===== src/rtl/fp_round_normalize.sv =====
// fp_round_normalize: final round/normalise stage of the FP64 adder, 2-stage valid/ready pipeline.
//   in_*  : sign, signed biased exponent, 56-bit corrected mantissa {hidden,frac[51:0],G,R,S},
//           second_shift_left flag, rounding mode (00 RNE, 01 RTZ, 10 RUP, 11 RDN)
//   out_* : packed IEEE double and {overflow, underflow, inexact}
//   FP_ROUND_STICKY_FLAGS_EN : when defined, sticky_flags accumulates out_flags (flag_clr clears);
//                              otherwise sticky_flags is 0 and flag_clr is ignored.
module fp_round_normalize #(
  parameter int EXP_W  = 12,
  parameter int MANT_W = 56
) (
  input  logic              clk,
  input  logic              rst_n,
  input  logic              in_valid,
  output logic              in_ready,
  input  logic              in_sign,
  input  logic [EXP_W-1:0]  in_exp,
  input  logic [MANT_W-1:0] in_mant,
  input  logic              in_second_shift,
  input  logic [1:0]        in_rm,
  output logic              out_valid,
  input  logic              out_ready,
  output logic [63:0]       out_result,
  output logic [2:0]        out_flags,
  input  logic              flag_clr,
  output logic [2:0]        sticky_flags
);
  localparam logic [EXP_W:0] E_MAX = (EXP_W+1)'(2047);
  logic                s1_valid_q, s1_sign_q, s1_inc_q, s1_inex_q, s1_zero_q;
  logic [EXP_W-1:0]    s1_exp_q;
  logic [MANT_W-4:0]   s1_mant_q;
  logic [1:0]          s1_rm_q;
  logic                s2_valid_q;
  logic [63:0]         out_result_q;
  logic [2:0]          out_flags_q;
  logic                s1_adv, s2_adv, grs, inc_d, le0, ovf, to_inf, unused_m;
  logic [EXP_W-1:0]    e1_d;
  logic [MANT_W-3:0]   m;
  logic [EXP_W:0]      e2;
  logic [51:0]         frac;
  logic [63:0]         result_d;
  logic [2:0]          flags_d;
  assign s2_adv     = ~s2_valid_q | out_ready;
  assign s1_adv     = ~s1_valid_q | s2_adv;
  assign in_ready   = s1_adv;
  assign out_valid  = s2_valid_q;
  assign out_result = out_result_q;
  assign out_flags  = out_flags_q;
  assign grs        = |in_mant[2:0];
  always_comb begin
    e1_d  = in_exp - EXP_W'(in_second_shift);
    inc_d = in_rm == 2'b00 ? in_mant[2] & (in_mant[1] | in_mant[0] | in_mant[3]) :
            in_rm == 2'b01 ? 1'b0 :
            in_rm == 2'b10 ? ~in_sign & grs : in_sign & grs;
  end
  // e2 carries one extra bit so a carry out of exponent 2047 still reads as overflow
  always_comb begin
    m        = {1'b0, s1_mant_q} + (MANT_W-2)'(s1_inc_q);
    e2       = {s1_exp_q[EXP_W-1], s1_exp_q} + (EXP_W+1)'(m[MANT_W-3]);
    le0      = e2[EXP_W] | ~|e2;
    ovf      = ~e2[EXP_W] & (e2 >= E_MAX);
    to_inf   = s1_rm_q == 2'b00 | (s1_rm_q == 2'b10 & ~s1_sign_q) | (s1_rm_q == 2'b11 & s1_sign_q);
    frac     = m[MANT_W-3] ? 52'b0 : m[51:0];
    unused_m = m[MANT_W-4];
    result_d = s1_zero_q | le0 ? {s1_sign_q, 63'b0} :
               ovf ? (to_inf ? {s1_sign_q, 11'h7FF, 52'b0} : {s1_sign_q, 11'h7FE, {52{1'b1}}}) :
               {s1_sign_q, e2[10:0], frac};
    flags_d  = s1_zero_q ? 3'b000 : le0 ? 3'b011 : ovf ? 3'b101 : {2'b00, s1_inex_q};
  end
  always_ff @(posedge clk) begin
    if (!rst_n) begin
      s1_valid_q   <= 1'b0;
      s2_valid_q   <= 1'b0;
      out_result_q <= '0;
      out_flags_q  <= '0;
    end else begin
      if (s1_adv) begin
        s1_valid_q <= in_valid;
        s1_sign_q  <= in_sign;
        s1_exp_q   <= e1_d;
        s1_mant_q  <= in_mant[MANT_W-1:3];
        s1_inc_q   <= inc_d;
        s1_inex_q  <= grs;
        s1_zero_q  <= ~|in_mant;
        s1_rm_q    <= in_rm;
      end
      if (s2_adv) begin
        s2_valid_q <= s1_valid_q;
        if (s1_valid_q) begin
          out_result_q <= result_d;
          out_flags_q  <= flags_d;
        end
      end
    end
  end
`ifdef FP_ROUND_STICKY_FLAGS_EN
  logic [2:0] sticky_q;
  // a clear on a transfer cycle drops that transfer's flags
  always_ff @(posedge clk) begin
    if (!rst_n) sticky_q <= '0;
    else sticky_q <= flag_clr ? 3'b0 : sticky_q | (out_valid & out_ready ? out_flags_q : 3'b0);
  end
  assign sticky_flags = sticky_q;
`else
  logic unused_clr;
  assign unused_clr   = flag_clr;
  assign sticky_flags = 3'b0;
`endif
endmodule


===== config.mk =====
export PLATFORM = sky130hd
export DESIGN_NAME = fp_round_normalize
export DESIGN_NICKNAME = d
export VERILOG_FILES = /design/src/rtl/fp_round_normalize.sv
export SDC_FILE = /design/constraint.sdc
export NUM_CORES = 1
export LEC_CHECK = 0
export ABC_AREA = 1
export CAP_MARGIN = 40
export CORE_MARGIN = 2
export CORE_UTILIZATION = 51
export CTS_CLUSTER_SIZE = 12
export DETAILED_ROUTE_END_ITERATION = 8
export PLACE_DENSITY = 0.76
export REMOVE_ABC_BUFFERS = 1
export SKIP_LAST_GASP = 1
export SYNTH_ARGS = -nofsm -noshare
export SYNTH_HDL_FRONTEND = slang
export SYNTH_SLANG_ARGS = --single-unit

===== constraint.sdc =====
create_clock -name clk -period 3.55 [get_ports clk]
set_input_delay 0.8875 -clock clk [delete_from_list [all_inputs] [get_ports clk]]
set_output_delay 0.8875 -clock clk [all_outputs]
set_load 0.02 [all_outputs]

==> flow_summary.yaml <==
floorplan:
  die_height_um: 125.9
  die-area_mm2: 0.01584
  initial_core_util_pct: 52.10
  core-area_mm2: 0.01453
  rows: 44
  fp.dieW_um: 125.9
  ios: 149
clocking:
  numCtsBuffers: 17
  tritoncts: "built"
  clk_latency_ps: 440
  path_clk_slew_ps: 60
  clock-sinks: 140
  cts-root-buf: "clkbuf_16"
  htree_levels: 4
  clockBufferDepth: 2
finish:
  drive_above_1_share_pct: 13.87
  nets: 1245
  fillers: 1146
  n_antenna_cell: 0
  fin_cells: 1359
  seq_area_mm2: 0.003513
  postLayoutCoreUtil_pct: 72.45
  multiInputGateArea_mm2: 0.003802
  syn2layout_area_growth_pct: 39.06
setup_path:
  cp.required_ps: 3840
  crit_type: "reg -> reg"
  max_stage_delay_ps: 390
  endpoint: "out_result[17]"
  critPathTopFamily: "simple AND/OR/NAND/NOR gates"
  startpoint: "s1_mant_q[0]"
  path_max_fanout: 13
  crit_top_cell: "nand2_2"
  startpoint_type: "flop"
  reg2reg_slack_ps: -1
  r2r_end: "out_result[17]"
  cp.buffers_inverters: 4
  r2r_start: "s1_mant_q[0]"
  end_kind: "flop"
  crit_arrival_ps: 3840
  cp.depth: 24
  path_cells: "ha_4 > nand3_4 > nor2_4 > nand4_1 > nor2_2 > nand3_2 > nor4_2 > buf_4 > ha_4 > nand2_4 > nor2_4 > buf_12 > nand2_2 > nand2_2 > nand2_2 > inv_2 > nand2_1 > nor2_1 > nand2_1 > nand2_4 > nand3_4 > clkbuf_16 > nand3_1 > a21oi_1"
  reg2regPathDepth: 24
  cp_slowest_cell: "edfxtp_1"
outcome:
  violations: "negative setup slack"
  status: "finished, violations left"
routing:
  viasPerCell: 5.519
  drcViolationCount: 0
  drt-met1-wl_mm: 9.826
  wirelength_mm: 24.01
  drt_iter0_drc: 665
  drtPass1Iterations: 5
  met2_length_mm: 11.44
  route.met3.wl_mm: 1.942
  wl_per_cell_um: 17.66
  final_antenna_net_count: 0
  via_count: 7500
  top_layer_used: "met4"
timing:
  rsz0062_at_grt: "yes"
  whs_ps: 462.4
  skew_ps: 12.01
  setup_violations: 1
  fmax_mhz: 281.6
  finalCritPeriodShare_pct: 100.0
  worst_slew_pin_slew_ps: 813.3
  slew_violations: 0
  slew_headroom_pct: 45.37
  hold_viol_final: 0
  fin_crit_ps: 3551
  fin_ws_ps: -1.417
grt:
  overflow: 0
  grt_usage_pct: 27.59
  grt_max_degree: 69
  grt_pass1_vias: 6936
  antenna_found_initial: 0
  grt_pass1_wl_mm: 34.31
synthesis:
  synthAdderAreaFrac_pct: 0.9914
  syn_area_mm2: 0.007572
  synthXorXnorAreaFrac_pct: 4.627
  ys_async_sr_fraction_pct: 0
  synth_cells: 984
  synth_area_leader_cell: "edfxtp_1"
  seq_area_frac_synth_pct: 46.40
  synth.area.top_cells: "edfxtp_1, dfxtp_1, nand2_1"
  synth_mux_area_share_pct: 0
  yosys.area_share.simple_pct: 35.16
  synth_top_area_share_pct: 28.16
  ys_warn_count: 0
  synth_top_family_by_area: "simple AND/OR/NAND/NOR gates"
  synth.avg_cell_area_um2: 7.695
  synth_edf_count: 71
  synth-seq-cells: 140
  synth-compound-area-share_pct: 5.486
  synth_cell_types: 35
  synth_ff_type: "edfxtp_1"
pwr:
  power_frac_seq_pct: 44.2
  power.density_mw_per_mm2: 397.6
  p_sw_mw: 1.092
  p_int_mw: 3.095
  finalPower_mw: 4.187
  clkPwrFrac_pct: 42.9
  peakVddDrop_mv: 0.3594
  combPwrFrac_pct: 12.9
  sw_frac_of_total_pct: 26.08
  leakage_nw: 4.057
job:
  drv_cap: 0
place:
  numPortBuffers: 144
  place_ws_ps: 76.89
  dpl.hpwl_mm: 16.38
  gp_congestion: 0.9260
  placed_cells: 1306
hold_path:
  hp-class: "reg -> reg"
-- worst min path at each step --
stage / startpoint / end / slack (ps) / cells past startpoint
after floorplan: s1_valid_q / out_result[63] / 470 / 2
after global placement: out_result[5] / out_result[5] / 450 / 2
after detailed placement: out_result[12] / out_result[12] / 460 / 2
after CTS: out_result[12] / out_result[12] / 460 / 2
after global routing: out_result[50] / out_result[50] / 480 / 2
final: out_result[12] / out_result[12] / 460 / 2
-- area by class of cell --
type / count / share of cell area (%)
clock buffer: 19 / 4.301
clock inverter: 13 / 1.355
inverter: 84 / 3.113
multi-input combinational: 728 / 36.11
sequential: 140 / 33.37
tap: 184 / 2.186
timing repair buffer: 190 / 19.49
timing repair inverter: 1 / 0.08317
-- placed cells by master, fill, tap and decap left out, types with 3 or more instances in the layout --
cell and count:
a21oi_1 59, a21oi_2 3, buf_12 9, buf_4 23, buf_6 6, clkbuf_16 24, clkdlybuf4s50_1 144, clkinv_4 3
clkinvlp_4 5, conb_1 3, dfxtp_1 69, edfxtp_1 71, ha_1 3, ha_4 3, inv_1 78, inv_2 5
nand2_1 259, nand2_2 25, nand2_4 3, nand3_1 97, nand3_2 18, nand3_4 3, nand3b_1 3, nand4_1 29
nor2_1 105, nor2_2 5, nor2_4 5, nor3_1 21, nor4_1 13, o21ai_0 11, or2_2 5, xnor2_1 6
xor2_1 31, xor2_2 3
-- per-layer routing --
layer | vias up | track usage [%]
met3 | 61 | 6.542
met2 | 351 | 45.88
met4 | 0 | 11.64
met1 | 3464 | 34.63
met5 | - | 0
li1 | 3624 | -
-- registers in the layout, summed over array words and instances (netlist names) --
register	count
out_valid	1
s1_valid_q	1
s1_sign_q	1
s1_exp_q	12
s1_inex_q	1
s1_inc_q	1
s1_rm_q	2
out_result	64
s1_zero_q	1
out_flags	3
s1_mant_q	53
-- timing repair --
item / in CTS / in global routing
gates resized for setup: 0 / 73
setup endpoints to repair: 0 / 65
setup buffers: 0 / 7
hold buffers: 0 / 0
-- logic make-up (layout without fill, tap and decap cells) --
group | Yosys count | in the layout
other | 1 | 3
xor gates and xnor gates | 40 | 40
adders and majority gates | 6 | 6
DFF | 140 | 140
buffers and inverters | 119 | 307
and+or+nand+nor | 598 | 599
AOI/OAI and AO/OA | 80 | 80
-- cells in the mapped netlist, types with 2 or more instances --
library cell    n
edfxtp_1       71
a21oi_1        62
nand3_2         2
nor2_1        110
nor2_4          2
buf_4           7
nand2_2        16
nand2_1       271
xor2_1         34
nor3_1         22
o21ai_0        13
o41ai_1         2
dfxtp_1        69
inv_2           3
inv_1          81
clkbuf_1       15
nand3_1       116
or2_2           5
buf_2           3
nor2_2          2
nand4_1        29
ha_1            6
buf_6          10
o211ai_1        2
nor4_1         14
xnor2_1         6
nand3b_1        3
-- power groups by stage --
stage / clock [mW] / sequential, mW / combinational [mW]
5_1_grt: 1.87 / 1.86 / 0.584
2_1_floorplan: 0 / 1.89 / 0.212
3_3_place_gp: 0 / 1.88 / 0.469
3_5_place_dp: 0 / 1.88 / 0.473
6_report: 1.80 / 1.85 / 0.539
4_1_cts: 1.80 / 1.84 / 0.476
-- per-stage QoR --
step,setup TNS (ps),instance area (µm²)
2_1_floorplan,0,7343
3_3_place_gp,0,9308
3_5_place_dp,0,9308
4_1_cts,0,9903
5_1_grt,-7399,10530
6_report,-1.417,10530
-- worst reg2reg max path, cell delays in order (launching register included) --
cell and delay (ps):
edfxtp_1 390, ha_4 190, nand3_4 90, nor2_4 130, nand4_1 180, nor2_2 180
nand3_2 120, nor4_2 290, buf_4 180, ha_4 150, nand2_4 60, nor2_4 120
buf_12 130, nand2_2 50, nand2_2 60, nand2_2 80, inv_2 60, nand2_1 50
nor2_1 90, nand2_1 100, nand2_4 130, nand3_4 150, clkbuf_16 250, nand3_1 110
a21oi_1 80
Power figures use the tool's default switching activity.
